==> config.mk <==
export PLATFORM = sky130hd
export DESIGN_NAME = uart_echo_buffer
export DESIGN_NICKNAME = d
export VERILOG_FILES = /design/src/rtl/uart_pkg.sv /design/src/rtl/uart_sync_fifo.sv /design/src/rtl/uart_echo_buffer.sv
export SDC_FILE = /design/constraint.sdc
export NUM_CORES = 1
export LEC_CHECK = 0
export ABC_AREA = 1
export CORE_MARGIN = 1.5
export CORE_UTILIZATION = 25
export DETAILED_ROUTE_END_ITERATION = 16
export PLACE_DENSITY = 0.49
export RECOVER_POWER = 50
export SYNTH_ARGS = -nofsm -noshare
export SYNTH_HDL_FRONTEND = slang
export SYNTH_HIERARCHICAL = 1
export SYNTH_SLANG_ARGS = --single-unit
export TNS_END_PERCENT = 50
==> constraint.sdc <==
create_clock -name clk -period 3.6 [get_ports clk]
set_clock_uncertainty 0.05 [all_clocks]
set_input_delay 0.72 -clock clk [delete_from_list [all_inputs] [get_ports clk]]
set_output_delay 0.72 -clock clk [all_outputs]
set_load 0.1 [all_outputs]
==> src/rtl/uart_pkg.sv <==
// Shared definitions for the UART echo path: replay modes, FSM encoding and
// a constant-evaluable ceil(log2) used for pointer/count widths.
package uart_pkg;

  localparam logic [1:0] MODE_ECHO = 2'b00;
  localparam logic [1:0] MODE_INV  = 2'b01;
  localparam logic [1:0] MODE_REV  = 2'b10;
  localparam logic [1:0] MODE_SINK = 2'b11;

  typedef enum logic [2:0] {
    ST_IDLE,
    ST_LOAD,
    ST_START,
    ST_WAIT_DONE,
    ST_GAP
  } echo_state_e;

  function automatic int clog2(input int value);
    int r;
    r = 0;
    for (int i = 0; i < 31; i++) begin
      if ((1 << i) < value) r = i + 1;
    end
    return r;
  endfunction

endpackage

==> src/rtl/uart_sync_fifo.sv <==
// Single-clock FIFO with fall-through read data (dout shows the head word
// whenever the FIFO is not empty). Storage is not reset; only pointers and
// occupancy are.
module uart_sync_fifo
  import uart_pkg::*;
#(
  parameter int DATA_BITS = 8,
  parameter int DEPTH     = 16
) (
  input  logic                  clk,
  input  logic                  reset,
  input  logic                  push,
  input  logic                  pop,
  input  logic [DATA_BITS-1:0]  din,
  output logic [DATA_BITS-1:0]  dout,
  output logic [clog2(DEPTH):0] count,
  output logic                  full,
  output logic                  empty
);

  localparam int AW = clog2(DEPTH);
  localparam logic [AW:0] FULL_CNT = (AW+1)'(DEPTH);

  logic [DATA_BITS-1:0] mem_q [DEPTH];
  logic [AW-1:0]        wr_ptr_q;
  logic [AW-1:0]        rd_ptr_q;
  logic [AW:0]          count_q;
  logic                 wr_en;
  logic                 rd_en;

  // A pop frees a slot in the same cycle, so a push into a full FIFO is legal then.
  assign wr_en = push && (!full || pop);
  assign rd_en = pop && !empty;

  assign full  = (count_q == FULL_CNT);
  assign empty = (count_q == '0);
  assign count = count_q;
  assign dout  = mem_q[rd_ptr_q];

  // Storage write; pointers wrap naturally because DEPTH is a power of two.
  always_ff @(posedge clk) begin
    if (wr_en) mem_q[wr_ptr_q] <= din;
  end

  // Pointer and occupancy tracking.
  always_ff @(posedge clk) begin
    if (reset) begin
      wr_ptr_q <= '0;
      rd_ptr_q <= '0;
      count_q  <= '0;
    end else begin
      if (wr_en) wr_ptr_q <= wr_ptr_q + 1'b1;
      if (rd_en) rd_ptr_q <= rd_ptr_q + 1'b1;
      case ({wr_en, rd_en})
        2'b10:   count_q <= count_q + 1'b1;
        2'b01:   count_q <= count_q - 1'b1;
        default: count_q <= count_q;
      endcase
    end
  end

endmodule

==> src/rtl/uart_echo_buffer.sv <==
// Buffered echo engine between uart_rx and uart_tx. Received words are queued
// and replayed one frame at a time with a runtime-selected transform; status
// counters track echoes, drops and transmitter timeouts.
module uart_echo_buffer
  import uart_pkg::*;
#(
  parameter int DATA_BITS  = 8,
  parameter int DEPTH      = 16,
  parameter int GAP_CYCLES = 0,
  parameter int TIMEOUT    = 2_000_000
) (
  input  logic                  clk,
  input  logic                  reset,
  input  logic                  rx_done,
  input  logic [DATA_BITS-1:0]  rx_data,
  input  logic                  rx_err,
  input  logic [1:0]            mode,
  input  logic                  clr_stats,
  output logic                  tx_start,
  output logic [DATA_BITS-1:0]  tx_data,
  input  logic                  tx_done,
  output logic [clog2(DEPTH):0] fifo_count,
  output logic [15:0]           echo_count,
  output logic [7:0]            drop_count,
  output logic                  overflow,
  output logic                  tx_timeout
);

  logic [DATA_BITS-1:0] fifo_dout;
  logic                 fifo_full;
  logic                 fifo_empty;
  logic                 push;
  logic                 pop;
  logic                 drop;
  logic                 ovf_drop;
  logic                 echo_inc;
  logic                 tmo_fire;

  echo_state_e          state_q;
  logic                 tx_start_q;
  logic [DATA_BITS-1:0] tx_data_q;
  logic [31:0]          timer_q;
  logic [31:0]          gap_q;

  logic [15:0] echo_q, echo_d;
  logic [7:0]  drop_q, drop_d;
  logic        ovf_q, ovf_d;
  logic        tmo_q, tmo_d;

  function automatic logic [DATA_BITS-1:0] bit_rev(input logic [DATA_BITS-1:0] d);
    logic [DATA_BITS-1:0] r;
    for (int i = 0; i < DATA_BITS; i++) r[i] = d[DATA_BITS-1-i];
    return r;
  endfunction

  function automatic logic [DATA_BITS-1:0] xform(input logic [DATA_BITS-1:0] d,
                                                 input logic [1:0] m);
    case (m)
      MODE_INV:  return ~d;
      MODE_REV:  return bit_rev(d);
      MODE_ECHO: return d;
      default:   return d;
    endcase
  endfunction

  // Words leave the FIFO in LOAD, or directly from IDLE when sinking.
  assign pop      = (state_q == ST_LOAD) ||
                    (state_q == ST_IDLE && !fifo_empty && mode == MODE_SINK);
  assign push     = rx_done && !rx_err && (!fifo_full || pop);
  assign drop     = rx_done && (rx_err || (fifo_full && !pop));
  assign ovf_drop = rx_done && !rx_err && fifo_full && !pop;
  assign echo_inc = (state_q == ST_WAIT_DONE) && tx_done;
  assign tmo_fire = (state_q == ST_WAIT_DONE) && !tx_done &&
                    (timer_q == 32'(TIMEOUT - 1));

  uart_sync_fifo #(
    .DATA_BITS (DATA_BITS),
    .DEPTH     (DEPTH)
  ) u_fifo (
    .clk   (clk),
    .reset (reset),
    .push  (push),
    .pop   (pop),
    .din   (rx_data),
    .dout  (fifo_dout),
    .count (fifo_count),
    .full  (fifo_full),
    .empty (fifo_empty)
  );

  // Replay sequencer. IDLE also reacts to a word being pushed this cycle so a
  // reception into an empty, idle buffer is popped on the very next cycle.
  // The START cycle counts as the first waited cycle of the timeout window.
  always_ff @(posedge clk) begin
    if (reset) begin
      state_q    <= ST_IDLE;
      tx_start_q <= 1'b0;
      tx_data_q  <= '0;
      timer_q    <= '0;
      gap_q      <= '0;
    end else begin
      tx_start_q <= 1'b0;
      case (state_q)
        ST_IDLE: begin
          if ((!fifo_empty || push) && mode != MODE_SINK) state_q <= ST_LOAD;
        end
        ST_LOAD: begin
          if (mode == MODE_SINK) begin
            state_q <= ST_IDLE;
          end else begin
            tx_data_q  <= xform(fifo_dout, mode);
            tx_start_q <= 1'b1;
            state_q    <= ST_START;
          end
        end
        ST_START: begin
          timer_q <= 32'd1;
          state_q <= ST_WAIT_DONE;
        end
        ST_WAIT_DONE: begin
          if (tx_done) begin
            gap_q   <= '0;
            state_q <= (GAP_CYCLES > 0) ? ST_GAP : ST_IDLE;
          end else if (tmo_fire) begin
            state_q <= ST_IDLE;
          end else begin
            timer_q <= timer_q + 32'd1;
          end
        end
        ST_GAP: begin
          if (gap_q == 32'(GAP_CYCLES - 1)) state_q <= ST_IDLE;
          else                              gap_q   <= gap_q + 32'd1;
        end
        default: state_q <= ST_IDLE;
      endcase
    end
  end

  // Statistics next-state; a clear in the same cycle as an event wins.
  always_comb begin
    echo_d = echo_q;
    drop_d = drop_q;
    ovf_d  = ovf_q;
    tmo_d  = tmo_q;
    if (echo_inc)                 echo_d = echo_q + 16'd1;
    if (drop && drop_q != 8'hFF)  drop_d = drop_q + 8'd1;
    if (ovf_drop)                 ovf_d  = 1'b1;
    if (tmo_fire)                 tmo_d  = 1'b1;
    if (clr_stats) begin
      echo_d = '0;
      drop_d = '0;
      ovf_d  = 1'b0;
      tmo_d  = 1'b0;
    end
  end

  // Statistics registers.
  always_ff @(posedge clk) begin
    if (reset) begin
      echo_q <= '0;
      drop_q <= '0;
      ovf_q  <= 1'b0;
      tmo_q  <= 1'b0;
    end else begin
      echo_q <= echo_d;
      drop_q <= drop_d;
      ovf_q  <= ovf_d;
      tmo_q  <= tmo_d;
    end
  end

  assign tx_start   = tx_start_q;
  assign tx_data    = tx_data_q;
  assign echo_count = echo_q;
  assign drop_count = drop_q;
  assign overflow   = ovf_q;
  assign tx_timeout = tmo_q;

endmodule

# ---- After elaboration in Yosys (flattened, before gate mapping)
# Memories as Yosys holds them, arrays and structs flattened. A register that Yosys moved wholly into a read port is not among the register bits.
# Cells that the tools add are included.
dict set report totals {
  ff_bits 115
  mem_bits_rw 128
  input_bits 16
  out_inout_bits 40
  elab_cells 99
  mem_count 1
}
dict set report op_classes {
  n_addsub 8
  eq_ne 21
  n_mux 19
  n_bitwise 3
  reduce_logical 35
}
# memory words word_bits read_ports rd_ports_with_merged_regs wr line
set mem_list {}
lappend mem_list {u_fifo.mem_q 16 8 1 1 1 uart_sync_fifo.sv:24} ;# logic [DATA_BITS-1:0] mem_q [DEPTH];
# op count
set ops {}
lappend ops {{32-bit two-way mux} 4}
lappend ops {{32-bit one-hot mux with 2 select lines} 2}
lappend ops {{32-bit by 1-bit adder with 32-bit output, second input constant} 2}
lappend ops {{32-bit by 21-bit == test with 1-bit output, second input constant} 1}
lappend ops {{32-bit == test, second input constant} 1}
lappend ops {{16-bit by 1-bit adder with 16-bit output, second input constant} 1}
lappend ops {{8-bit one-hot mux with 2 select lines} 1}
lappend ops {{1-bit logical AND} 15}
lappend ops {{3-bit one-hot mux with 5 select lines} 1}
lappend ops {{3-bit two-way mux} 4}
lappend ops {{2-bit != test, second input constant} 6}
lappend ops {{5-bit one-hot mux with 2 select lines} 1}
lappend ops {{3-bit AND reduction} 3}
lappend ops {{4-bit by 1-bit adder with 4-bit output, second input constant} 2}
lappend ops {{8-bit by 1-bit adder with 8-bit output, second input constant} 1}
lappend ops {{4-bit two-way mux} 2}
lappend ops {{8-bit != test, second input constant} 1}
lappend ops {{8-bit NOT} 1}
lappend ops {{2-bit == test, second input constant} 3}
lappend ops {{3-bit by 2-bit == test with 1-bit output, second input constant} 2}
lappend ops {{2-bit nonzero test} 3}
lappend ops {{5-bit by 1-bit adder with 5-bit output, second input constant} 1}
lappend ops {{5-bit == test, second input constant} 1}
lappend ops {{1-bit logical NOT} 5}
lappend ops {{other kinds (14)} 22}

# ---- Depth between registers and ports, before layout
dict set report depth {
  ltp_word 11
  ltp_mapped 22
  mapped_depth_nobuf 21
}

# ---- Cells and area by module
# Netlist, hierarchy kept.
# mod instances cells_per_inst area_each_um2 seq_area_each_um2
set by_module_without_submodules {}
lappend by_module_without_submodules {uart_sync_fifo 1 547 6249.7 4184.0}
lappend by_module_without_submodules {uart_echo_buffer 1 667 4205.3 1381.3}

# ---- Worst setup path after synthesis
# No wires, ideal clock.
dict set report synth_timing {
  path_kind {reg-to-reg}
  start {reg u_fifo.count_q[4] (netlist: u_fifo/count[4])}
  end {reg u_fifo.count_q[4] (netlist: u_fifo/count[4])}
  arrival_time_ps 3127
  slack_ps 303
  path_stages_with_launch 23
  period_less_slack_ps 3297
  cell_sequence {dfxtp_1 inv_1 nand3_1 inv_1 o21ai_0 nand2_1 inv_1 inv_1 nand4_2 nand2_2 buf_2 ha_1 nand2_1 inv_1 nor2_1 ha_1 inv_1 nand2_1 nand3_1 nand3_1 nand2_1 nor2_1 nor2_1}
}
dict set report synth_between {
  elab_chain_len 10
}
# item line
set synth_rtl {}
lappend synth_rtl {{start, declared} uart_sync_fifo.sv:27} ;# logic [AW:0] count_q;
lappend synth_rtl {{start signal, assigned} uart_sync_fifo.sv:55} ;# 2'b10: count_q <= count_q + 1'b1;
lappend synth_rtl {{start signal, assigned} uart_sync_fifo.sv:56} ;# 2'b01: count_q <= count_q - 1'b1;
lappend synth_rtl {{start signal, assigned} uart_sync_fifo.sv:57} ;# default: count_q <= count_q;
lappend synth_rtl {{5-bit logical NOT (*)} uart_sync_fifo.sv:36} ;# assign empty = (count_q == '0);
lappend synth_rtl {{via fifo_empty} uart_echo_buffer.sv:31} ;# logic fifo_empty;
lappend synth_rtl {{1-bit logical NOT (*)} uart_echo_buffer.sv:68} ;# (state_q == ST_IDLE && !fifo_empty && mode == MODE_SINK);
lappend synth_rtl {{1-bit logical AND (*) (2 in a row)} uart_echo_buffer.sv:68}
lappend synth_rtl {{1-bit logical OR (*)} uart_echo_buffer.sv:67} ;# assign pop = (state_q == ST_LOAD) ||
lappend synth_rtl {{via pop} uart_echo_buffer.sv:33} ;# logic pop;
lappend synth_rtl {{1-bit logical OR} {uart_sync_fifo.sv:32, uart_echo_buffer.sv:69}}
lappend synth_rtl {{1-bit logical AND} uart_echo_buffer.sv:69} ;# assign push = rx_done && !rx_err && (!fifo_full || pop);
lappend synth_rtl {{1-bit logical AND} uart_sync_fifo.sv:32} ;# assign wr_en = push && (!full || pop);
lappend synth_rtl {{2-bit by 1-bit == test with 1-bit output or 2-bit == test (tied branches)} uart_sync_fifo.sv:54} ;# case ({wr_en, rd_en})
lappend synth_rtl {{5-bit one-hot mux with 2 select lines or 2-bit nonzero test (tied branches)} --}
# Mark *: on every way through the listed nets, which the timed path passes. The rest lies on a longest branch.
# A chain may end at the register's enable or synchronous reset.

# ---- Final worst setup path
dict set report layout_timing {
  start {reg state_q[1]}
  end {reg timer_q[21]}
}
dict set report layout_between {
  elab_chain_len 5
}
# item line
set layout_rtl {}
lappend layout_rtl {{start, declared} uart_echo_buffer.sv:39} ;# echo_state_e state_q;
lappend layout_rtl {{start signal, assigned} uart_echo_buffer.sv:123} ;# state_q <= (GAP_CYCLES > 0) ? ST_GAP : ST_IDLE;
lappend layout_rtl {{3-bit by 2-bit == test with 1-bit output} {uart_echo_buffer.sv:73, uart_echo_buffer.sv:103}}
lappend layout_rtl {{1-bit logical AND (2 in a row)} uart_echo_buffer.sv:73} ;# assign tmo_fire = (state_q == ST_WAIT_DONE) && !tx_done &&
lappend layout_rtl {{2-bit != test (no source line)} --}
lappend layout_rtl {{3-bit AND reduction (no source line)} --}
lappend layout_rtl {{end signal, assigned} uart_echo_buffer.sv:127} ;# timer_q <= timer_q + 32'd1;
lappend layout_rtl {{end, declared} uart_echo_buffer.sv:42} ;# logic [31:0] timer_q;
# Several ways; a longest one is shown, not always the timed one.

==> results.tsv <==
stage	metric	value	unit
cts	CTS max path bufs	3	
route	routed vias/inst	4.47	
cts	CTS buffer count	25	
cts	CTS tree	yes	
floorplan	Ports	56	
floorplan	core area	0.0410	mm2
cts	CTS root buffer	clkbuf_16	
cts	Post-CTS Hold Fix Bufs	0	
power	Seq pwr share	39.0	%
cts	clock sink total	214	
power	Lkg Pwr	4.52	nW
placed_design	input/output buffers	55	
worst_hold_path	Hold Path Class	reg2reg	
global_routing	gr usage total	12.7	%
sta	final setup violating endpoints	0	
global_routing	initial antenna violation count	1	
route	DRC	2	
final_layout	Nets	1313	
logic_synthesis	Cell variety after synth	44	
logic_synthesis	synthesis-stage register bit count	214	
final_layout	flip-flop and latch area	0.00557	mm2
route	WL met3	1.04	mm
floorplan	die width	208	um
final_layout	Area Overhead vs Synth	17.5	%
route	Final ANT Viol Nets	0	
sta	final hold violations	0	
power	Peak VDD IR	0.308	mV
final_layout	# fillers	4352	
placed_design	HPWL after DPL	19.4	mm
route	Max Used Layer	met5	
sta	Slew Viols, Final	0	
route	Vias	8185	
setup_path	Critical Path AT	3410	ps
logic_synthesis	Avg Inst Size Synth	8.61	um2
route	TritonRoute pass-1 iters	11	
logic_synthesis	Post-Synthesis Cells	1214	
global_routing	gr ovfl total	0	
global_routing	number of global-route vias before repair	7818	
run	max-cap violations	0	
sta	worst-case hold slack	421	ps
route	M1 wire length	12.9	mm
global_routing	first-pass GRT wire length	43.3	mm
power	P_int	4.85	mW
logic_synthesis	mapped cell area	0.0105	mm2
floorplan	Initial Util	25.5	%
setup_path	Crit Path Max Fanout	20	
cts	Clk Latency, worst-skew pair	540	ps
setup_path	critical path class	reg2reg	
floorplan	Die Area	0.0431	mm2
logic_synthesis	Top FF cell, synth	edfxtp_1	
power	switching share of total power	36.7	%
cts	post-CTS sizing	0	
cts	postcts setup bufs	0	
final_layout	area of the multi-input gates	0.00395	mm2
sta	Final Critical Period	3030	ps
floorplan	Rows	74	
setup_path	critical path launch point type	register	
setup_path	Req. time, crit path	3980	ps
power	Combinational Power Share	27.7	%
sta	setup total negative slack	0	ps
logic_synthesis	ys async rst share	0	%
sta	worst-margin pin slew	1270	ps
route	met2 wire length	12.8	mm
setup_path	CP Capture Type	register	
sta	fmax	330	MHz
global_routing	largest net degree at the start of global routing	59	
cts	H-Tree Depth	1	
sta	Tcrit/Tclk final	84.2	%
run_status	status	finished with violations	
logic_synthesis	sequential cell area fraction in the yosys report	53.2	%
final_layout	# diodes	0	
logic_synthesis	syn nets	1245	
floorplan	die height	208	um
run_status	violated checks	DRC	
route	total length of routed wires	27.5	mm
sta	Slew HR	15.9	%
route	initial drt markers	534	
power	clock share of power	33.3	%
placed_design	Final GP Congestion	0.849	
logic_synthesis	EDFF count, synth	128	
final_layout	share of cells above drive strength 1	7.62	%
logic_synthesis	Ys Warns	6	
sta	RSZ-0062 raised after global routing	false	
power	Switch Pwr	2.81	mW
power	Power Density	624	mW/mm2
cts	Clk pin slew, worst setup/hold paths	60	ps
route	drt wl/cell	15.0	um
==> final timing paths <==
kind / start / endpoint / slack [ps] / depth (start not counted)
worst max-delay path: state_q[1] / timer_q[21] / 570 / 10
worst min-delay path: tx_timeout / tx_timeout / 420 / 2
worst max register to register: state_q[1] / timer_q[21] / 570 / 10
worst min register to register: tx_timeout / tx_timeout / 420 / 2
==> power by group through the flow <==
stage | Sequential (mW) | Combinational (mW) | Clock [mW]
finish | 2.99 | 2.12 | 2.55
floorplan | 3.24 | 1.41 | 0
detailed placement | 3.05 | 2.19 | 0
CTS | 2.99 | 2.20 | 2.64
global placement | 3.04 | 2.19 | 0
global route | 3.02 | 2.35 | 2.73
==> per-stage QoR <==
| stage | util [%] | std cells | total power [mW] | worst slack (ps) | area [um2] |
|---|---|---|---|---|---|
| 2_1_floorplan | - | 1214 | 4.65 | 303 | 10500 |
| 3_3_place_gp | 28.2 | 1787 | 5.23 | 176 | 11600 |
| 3_5_place_dp | 28.2 | 1787 | 5.24 | 148 | 11600 |
| 4_1_cts | 30.2 | 1831 | 7.83 | 651 | 12400 |
| 5_1_grt | 29.9 | 1831 | 8.09 | 294 | 12300 |
| 6_report | 29.9 | 1831 | 7.66 | 570 | 12300 |
==> cell usage after synthesis (15+ instances only) <==
| cell | n | area, um2 |
|---|---|---|
| xor2_1 | 18 | 158 |
| buf_2 | 23 | 115 |
| edfxtp_1 | 128 | 3840 |
| nor2_1 | 104 | 390 |
| nand2_1 | 243 | 912 |
| o211ai_1 | 30 | 225 |
| nor3_1 | 34 | 170 |
| a21oi_1 | 89 | 445 |
| inv_1 | 167 | 627 |
| o21ai_0 | 63 | 315 |
| dfxtp_1 | 86 | 1720 |
| ha_1 | 15 | 188 |
| nand3_1 | 118 | 591 |
==> flip-flops by register name (all words and copies together), names as in the netlist, named ones only <==
register	count
timer_q	32
u_fifo/rd_ptr_q	4
u_fifo/wr_ptr_q	4
tx_start	1
state_q	2
tx_data	8
u_fifo/count	5
u_fifo/mem_q	128
drop_count	8
tx_timeout	1
echo_count	16
overflow	1
==> cells in the final DEF (no fill, tap or decap), types with 26 or more instances in the layout <==
cell type	instances
a21oi_1	89
buf_4	27
clkbuf_1	32
clkbuf_16	26
dfxtp_1	84
edfxtp_1	128
inv_1	169
nand2_1	246
nand3_1	118
nor2_1	108
nor3_1	34
o211ai_1	30
o21ai_0	64
==> worst max-delay path, cell delays in order (launching register included) <==
cell,delay [ps]
dfxtp_1,350
nand2_1,70
buf_4,250
inv_1,180
nand2_1,380
inv_1,250
nor2_1,530
clkbuf_2,500
nand3_1,160
nor2_1,120
nor2_1,50
==> per-layer routing <==
metal	GRT usage (%)	up-vias
met1	16.6	3828
met3	2.12	44
met4	4.26	2
met5	0	-
li1	-	4190
met2	21.1	121
==> layout make-up <==
cell class	instances	area share (%)
Tap cell	532	5.42
Inverter	174	5.33
Clock buffer	33	5.59
Sequential cell	214	45.4
Multi-Input combinational cell	782	32.1
Clock inverter	11	1.08
Timing Repair Buffer	85	5.09
==> kinds of logic after synthesis <==
logic type | synth area share (%)
xor gates and xnor gates | 1.84
and+or+nand+nor | 22.8
DFF | 53.2
buffers and inverters | 8.81
AOI/OAI and AO/OA | 11.5
adders and majority gates | 1.80
(Power assumes the default switching activity.)
